==> config.mk <==
export PLATFORM = sky130hd
export DESIGN_NAME = out_unit
export DESIGN_NICKNAME = d
export VERILOG_FILES = /design/src/rtl/out_unit.sv
export SDC_FILE = /design/constraint.sdc
export NUM_CORES = 1
export LEC_CHECK = 0
export BUFFER_PORTS_ARGS = -buffer_cell sky130_fd_sc_hd__buf_2
export CORE_MARGIN = 2
export CORE_UTILIZATION = 33
export DETAILED_ROUTE_END_ITERATION = 7
export PLACE_DENSITY = 0.46
export SLEW_MARGIN = 20
export SYNTH_ARGS = -nofsm -noshare
export SYNTH_HDL_FRONTEND = slang
export SYNTH_SLANG_ARGS = --single-unit
export TNS_END_PERCENT = 30
==> constraint.sdc <==
create_clock -name clk -period 4.3 [get_ports clk]
set_input_delay 0.43 -clock clk [delete_from_list [all_inputs] [get_ports clk]]
set_output_delay 0.43 -clock clk [all_outputs]
set_load 0.1 [all_outputs]
==> src/rtl/out_unit.sv <==
// out_unit: execution unit for "out" instructions.
// Buffers the low byte of each dispatched operand in a FIFO and serializes
// the bytes onto an 8N1 UART TX line, LSB first. Frames sent back-to-back
// have no idle gap between them.
module out_unit #(
    parameter int CLKS_PER_BIT = 868,
    parameter int FIFO_DEPTH   = 16
) (
    input  logic                          clk,
    input  logic                          rst,
    input  logic                          dispatch_valid,
    output logic                          dispatch_ready,
    input  logic [31:0]                   dispatch_data,
    output logic [$clog2(FIFO_DEPTH):0]   fifo_count,
    output logic                          tx_idle,
    output logic                          txd
);

    localparam int AW = $clog2(FIFO_DEPTH);
    localparam int CW = (CLKS_PER_BIT > 2) ? $clog2(CLKS_PER_BIT) : 1;
    localparam logic [AW:0]   FULL_CNT = (AW+1)'(FIFO_DEPTH);
    localparam logic [CW-1:0] CNT_LAST = CW'(CLKS_PER_BIT - 1);

    typedef enum logic [1:0] {S_IDLE, S_START, S_DATA, S_STOP} state_t;

    state_t          state_q;
    logic [7:0]      mem_q [FIFO_DEPTH];
    logic [AW-1:0]   wr_ptr_q, rd_ptr_q;
    logic [AW:0]     count_q, count_d;
    logic [CW-1:0]   cnt_q;
    logic [2:0]      bit_q;
    logic [7:0]      shift_q;
    logic            txd_q;

    logic            push, pop, fifo_empty, cnt_end;
    logic [7:0]      head;

    // Only the low byte is transmitted; the rest of the operand is dropped.
    logic unused_data;
    assign unused_data = ^dispatch_data[31:8];

    assign fifo_empty     = (count_q == '0);
    assign dispatch_ready = (count_q != FULL_CNT);
    assign push           = dispatch_valid & dispatch_ready;
    assign cnt_end        = (cnt_q == CNT_LAST);
    assign head           = mem_q[rd_ptr_q];
    // The FIFO is popped only when the FSM starts a frame: from IDLE, or
    // right at the end of a stop bit so the next start bit follows with no gap.
    assign pop            = !fifo_empty &&
                            ((state_q == S_IDLE) || (state_q == S_STOP && cnt_end));

    assign fifo_count = count_q;
    assign tx_idle    = (state_q == S_IDLE) && fifo_empty;
    assign txd        = txd_q;

    // Occupancy next-state: a push and a pop in the same cycle cancel out.
    always_comb begin
        count_d = count_q;
        if (push && !pop)
            count_d = count_q + 1'b1;
        else if (pop && !push)
            count_d = count_q - 1'b1;
    end

    // FIFO storage; contents need no reset since the pointers gate every read.
    always_ff @(posedge clk) begin
        if (push)
            mem_q[wr_ptr_q] <= dispatch_data[7:0];
    end

    // FIFO pointers and occupancy; pointers wrap naturally at FIFO_DEPTH.
    always_ff @(posedge clk) begin
        if (rst) begin
            wr_ptr_q <= '0;
            rd_ptr_q <= '0;
            count_q  <= '0;
        end else begin
            if (push) wr_ptr_q <= wr_ptr_q + 1'b1;
            if (pop)  rd_ptr_q <= rd_ptr_q + 1'b1;
            count_q <= count_d;
        end
    end

    // TX FSM with a registered txd; every state lasts CLKS_PER_BIT cycles per bit.
    always_ff @(posedge clk) begin
        if (rst) begin
            state_q <= S_IDLE;
            cnt_q   <= '0;
            bit_q   <= '0;
            shift_q <= '0;
            txd_q   <= 1'b1;
        end else begin
            case (state_q)
                S_IDLE: begin
                    txd_q <= 1'b1;
                    if (pop) begin
                        shift_q <= head;
                        cnt_q   <= '0;
                        state_q <= S_START;
                        txd_q   <= 1'b0;
                    end
                end
                S_START: begin
                    if (cnt_end) begin
                        cnt_q   <= '0;
                        bit_q   <= '0;
                        state_q <= S_DATA;
                        txd_q   <= shift_q[0];
                    end else begin
                        cnt_q <= cnt_q + 1'b1;
                    end
                end
                S_DATA: begin
                    if (cnt_end) begin
                        cnt_q <= '0;
                        if (bit_q == 3'd7) begin
                            state_q <= S_STOP;
                            txd_q   <= 1'b1;
                        end else begin
                            shift_q <= shift_q >> 1;
                            bit_q   <= bit_q + 1'b1;
                            txd_q   <= shift_q[1];
                        end
                    end else begin
                        cnt_q <= cnt_q + 1'b1;
                    end
                end
                S_STOP: begin
                    if (cnt_end) begin
                        cnt_q <= '0;
                        if (pop) begin
                            shift_q <= head;
                            state_q <= S_START;
                            txd_q   <= 1'b0;
                        end else begin
                            state_q <= S_IDLE;
                            txd_q   <= 1'b1;
                        end
                    end else begin
                        cnt_q <= cnt_q + 1'b1;
                    end
                end
                default: begin
                    state_q <= S_IDLE;
                    txd_q   <= 1'b1;
                end
            endcase
        end
    end

endmodule

# After elaboration in Yosys (flattened, before gate mapping)
# Memories as Yosys holds them, arrays and structs flattened. A register that Yosys moved wholly into a read port is not among the register bits.
# Index checks and enable logic that the tools add are counted.
# classes
eq_ne	12
bitwise	1
add_sub_neg	6
reduce_logical	19
mux	31
# op_table
cell	n
8-bit 2-to-1 mux	4
8-bit one-hot mux with 3 select lines	1
10-bit 2-to-1 mux	2
10-bit one-hot mux with 2 select lines	1
2-bit inequality test (second input constant)	6
10-bit by 1-bit adder with 10-bit output (second input constant)	1
10-bit == test (second input constant)	1
2-bit 2-to-1 mux	5
5-bit 2-to-1 mux	2
3-bit 2-to-1 mux	3
4-bit by 1-bit adder with 4-bit output (second input constant)	2
1-bit 2-to-1 mux	8
4-bit 2-to-1 mux	2
2-bit one-hot mux with 4 select lines	1
4-bit AND reduction	2
3-bit one-hot mux with 2 select lines	1
5-bit by 1-bit adder with 5-bit output (second input constant)	1
1-bit logical AND	5
5-bit logical NOT	1
5-bit inequality test (second input constant)	1
5-bit AND reduction	1
5-bit by 1-bit subtractor with 5-bit output (second input constant)	1
2-bit == test (second input constant)	2
1-bit one-hot mux with 4 select lines	1
other kinds (11)	14
# totals
ramBits	128
word_cells	78
output_inout_bits	8
in_bits	35
mem_count	1
reg_bits	37
# mem_list
memory	words	word_bits	rd	rd_clocked_by_memory_dff	write_ports	line	rtl
mem_q	16	8	1	1	1	27	logic [7:0] mem_q [FIFO_DEPTH];

# Depth between registers and ports, before layout
# logic_depth
depth_word	7
depth_mapped	14
depth_no_buf	12

# Least setup slack after synthesis
# Ideal clock, no wire load.
# synth_path
kind	reg2reg
start	register count_q[0] (netlist: fifo_count[0])
end	register count_q[4] (netlist: fifo_count[4])
slack_ps	948
t_arrival_ps	3282
stages_incl_launch_ff	13
n_path_buf	1
setup_ps	70
t_required_ps	4230
path_cell_list	dfxtp_1 -> nor4_2 -> and2b_1 -> or2_2 -> clkbuf_1 -> ha_1 -> inv_1 -> ha_1 -> a21o_1 -> a21oi_1 -> xnor2_1 -> or3_1 -> a21oi_1
# synth_between
elab_chain_len	6
# synth_rtl
element	line	rtl
start, declared	29	logic [AW:0] count_q, count_d;
start signal, assigned	80	count_q <= count_d;
parallel branches: the longest is 6 deep, another holds 5-bit by 1-bit subtractor with 5-bit output	-	
# Several ways; the timed one is not identified. The select of a mux whose other input is x is not followed.
# A chain may end at the register's enable or synchronous reset.

# Worst setup path in the final report
# layout_path
start	register cnt_q[0]
end	register count_q[4] (netlist: fifo_count[4])
# layout_between
elab_chain_len	7
# layout_rtl
element	line	rtl
start, declared	30	logic [CW-1:0] cnt_q;
start signal, assigned	110	cnt_q <= cnt_q + 1'b1;
start signal, assigned	125	cnt_q <= cnt_q + 1'b1;
start signal, assigned	140	cnt_q <= cnt_q + 1'b1;
10-bit == test *	45	assign cnt_end = (cnt_q == CNT_LAST);
1-bit logical AND *	50	((state_q == S_IDLE) || (state_q == S_STOP && cnt_end));
1-bit logical OR *	50	
1-bit logical AND *	49	assign pop = !fifo_empty &&
1-bit logical NOT	59	if (push && !pop)
1-bit logical AND	59	
5-bit 2-to-1 mux or 2-bit nonzero test (tied branches)	-	
# Every way passes the cells marked *; elsewhere a longest branch is shown, timed or not.

==> reports/qor.csv <==
metric;value;unit
status;finished, final reports clean;
worst min-delay path class;primary input to flip-flop;
first-pass GRT wire length;23300;um
Post-synth top cells;edfxtp_1, nor2_1, dfxtp_1;
Setup WS pre-CTS;1130;ps
final setup vio count;0;
initial antenna violation count;0;
complex-gate fraction of the synthesized area;0.0768;
Reg clk slew, reported paths;70;ps
Final Max Slew Viols;0;
wire length per cell;18.6;um
Tot GR Track Use;0.141;
Syn Nets;540;
WP data required;4650;ps
main flop type after synthesis;edfxtp_1;
total CTS buffers;17;
PortBufs;18;
Sink Count;169;
Leak Pwr;2.65;nW
Setup Skew;10.3;ps
Startpoint Class;flip-flop;
final hold slack;403;ps
min cycle time layout;3160;ps
max cap viols;0;
Area Overhead vs Synth;12.8;%
site row count;53;
setup repair bufs after CTS;0;
crit path DAT;3510;ps
core area;0.0212;sq mm
total congestion overflow;0;
library cells used by synthesis;60;
DR vias/cell;4.98;
H-tree levels;4;
power density over the cells;611;mW/mm^2
via count;3923;
Synth Area in Simple Gates;0.0792;
RSZ-0062 raised after global routing;false;
fraction of the cycle the final worst path needs;0.736;
Slew HR;0.304;
Final Hold Viols;0;
CTS Buffer Depth;2;
Seq/Total Area, Yosys;0.653;
Post-synth EDFFs;128;
Resized cells post-CTS;0;
setup TNS;0;ps
largest net degree at the start of global routing;42;
critical path endpoint category;flip-flop;
largest family of logic cells by synthesized area;multiplexers;
Fmax;0.316;GHz
effective utilization at floorplan;0.337;
worst slew pin tran;1040;ps
Syn Area/Cell;14.7;sq um
Routability Congestion;0.769;
Synth Area in Adders;0.0326;
XOR/XNOR Fraction of Synth Area;0.0123;
DIE HEIGHT;151;um
Crit Path Category;flip-flop to flip-flop;
clk_lat worst skew;420;ps
ANT cells;0;
DRC errors left;0;
I/O Pins;43;
Final ANT Viol Nets;0;
Synth area leaders;edfxtp_1, dfxtp_1, mux4_2, mux2_2, ha_1;
peak supply drop;0.258;mV
Die X;151;um
Warnings, synthesis;0;
post-synthesis mux area share;0.122;
share of layout cells above drive strength 1;0.218;
die area;0.0228;sq mm
Nets;553;
flops & latches, synth;169;
number of hold buffers added after CTS;0;
largest area contributor in the synthesized netlist;edfxtp_1;
vias in the first global route;4036;
mapped cell area;0.00714;sq mm
CTS tree;yes;
DRT Pass-1 Iters;4;
Syn Inst Count;487;
Clock Root Buffer;clkbuf_16;
drt total wl;14600;um
worst-path fanout max;6;
Post-synth ARST share;0;
Post-DP HPWL;9440;um
Synth top area share;0.538;
drt initial violations;170;
worst setup margin;1140;ps
most frequent cell after synthesis;edfxtp_1;
## metal layers
layer  up-vias  part of all wire  global-route usage
li1       1894                 -                   -
met1      1960              0.48               0.190
met2        53              0.48               0.223
met3        16             0.026              0.0313
met4         0             0.016              0.0509
met5         -                 0                   0
## final cells by class
| type | count | area [sq um] |
|---|---|---|
| Fill cell | 1981 | 13100 |
| Sequential cell | 169 | 4670 |
| Multi-Input combinational cell | 282 | 2320 |
| Clock buffer | 20 | 437 |
| Tap cell | 275 | 344 |
| Clock inverter | 12 | 138 |
| Timing Repair Buffer | 21 | 113 |
| Inverter | 9 | 33.8 |
## critical path, stage by stage (launching register included)
cell     delay (ps)
dfxtp_1         420
ha_1            240
and4b_1         340
a41oi_2         200
or2_2           380
ha_1            220
inv_1           130
ha_1            280
a21o_1          170
a21oi_1         170
xnor2_1          90
or3_1           300
a21oi_1         130
## state kept, by name (all words and copies together) (netlist names), named ones only
register / flops
wr_ptr_q: 4
shift_q: 8
cnt_q: 10
txd: 1
fifo_count: 5
state_q: 2
bit_q: 3
rd_ptr_q: 4
mem_q: 128
## through the flow
| stage | util | cell area [sq um] | std cells | power (mW) |
|---|---|---|---|---|
| after global routing | 0.381 | 8050 | 788 | 5.21 |
| after detailed placement | 0.354 | 7480 | 756 | 3.47 |
| final | 0.381 | 8050 | 788 | 4.92 |
| after global placement | 0.354 | 7480 | 756 | 3.46 |
| after floorplan | - | 7140 | 487 | 3.16 |
| after CTS | 0.381 | 8050 | 788 | 4.99 |
## kinds of logic (layout without fill, tap and decap cells)
family,after synthesis,count (layout)
adders and majority gates,18,18
muxes,59,59
and+or+nand+nor,114,114
buffers and inverters,36,62
DFF,169,169
AOI/OAI and AO/OA,81,81
xor gates and xnor gates,10,10
## where the power goes
group | internal [mW] | switching (mW) | total, mW
Sequential | 1.87 | 0.112 | 1.98
Combinational | 0.556 | 0.873 | 1.43
Clock | 0.866 | 0.644 | 1.51
Total | 3.29 | 1.63 | 4.92
## placed cells by master (no fill, tap or decap), types with 6 or more instances in the layout
cell type / n
a211oi_1: 13
a21oi_1: 20
buf_2: 18
clkbuf_16: 17
dfxtp_1: 40
edfxtp_1: 128
ha_1: 17
inv_1: 9
mux2_2: 26
mux2i_1: 13
mux4_2: 20
nand2_1: 15
nand2b_1: 7
nor2_1: 51
nor3_1: 9
o21ai_0: 11
o22ai_1: 12
xnor2_1: 6
## final timing paths
path | start | end | slack [ps] | cells past startpoint
hold reg to reg | cnt_q[9] | cnt_q[9] | 480 | 1
hold / removal | dispatch_data[3] | mem_q[7][3] | 400 | 1
setup / recovery | cnt_q[0] | fifo_count[4] | 1140 | 12
setup reg to reg | cnt_q[0] | fifo_count[4] | 1140 | 12
Power figures use the tool's default switching activity.
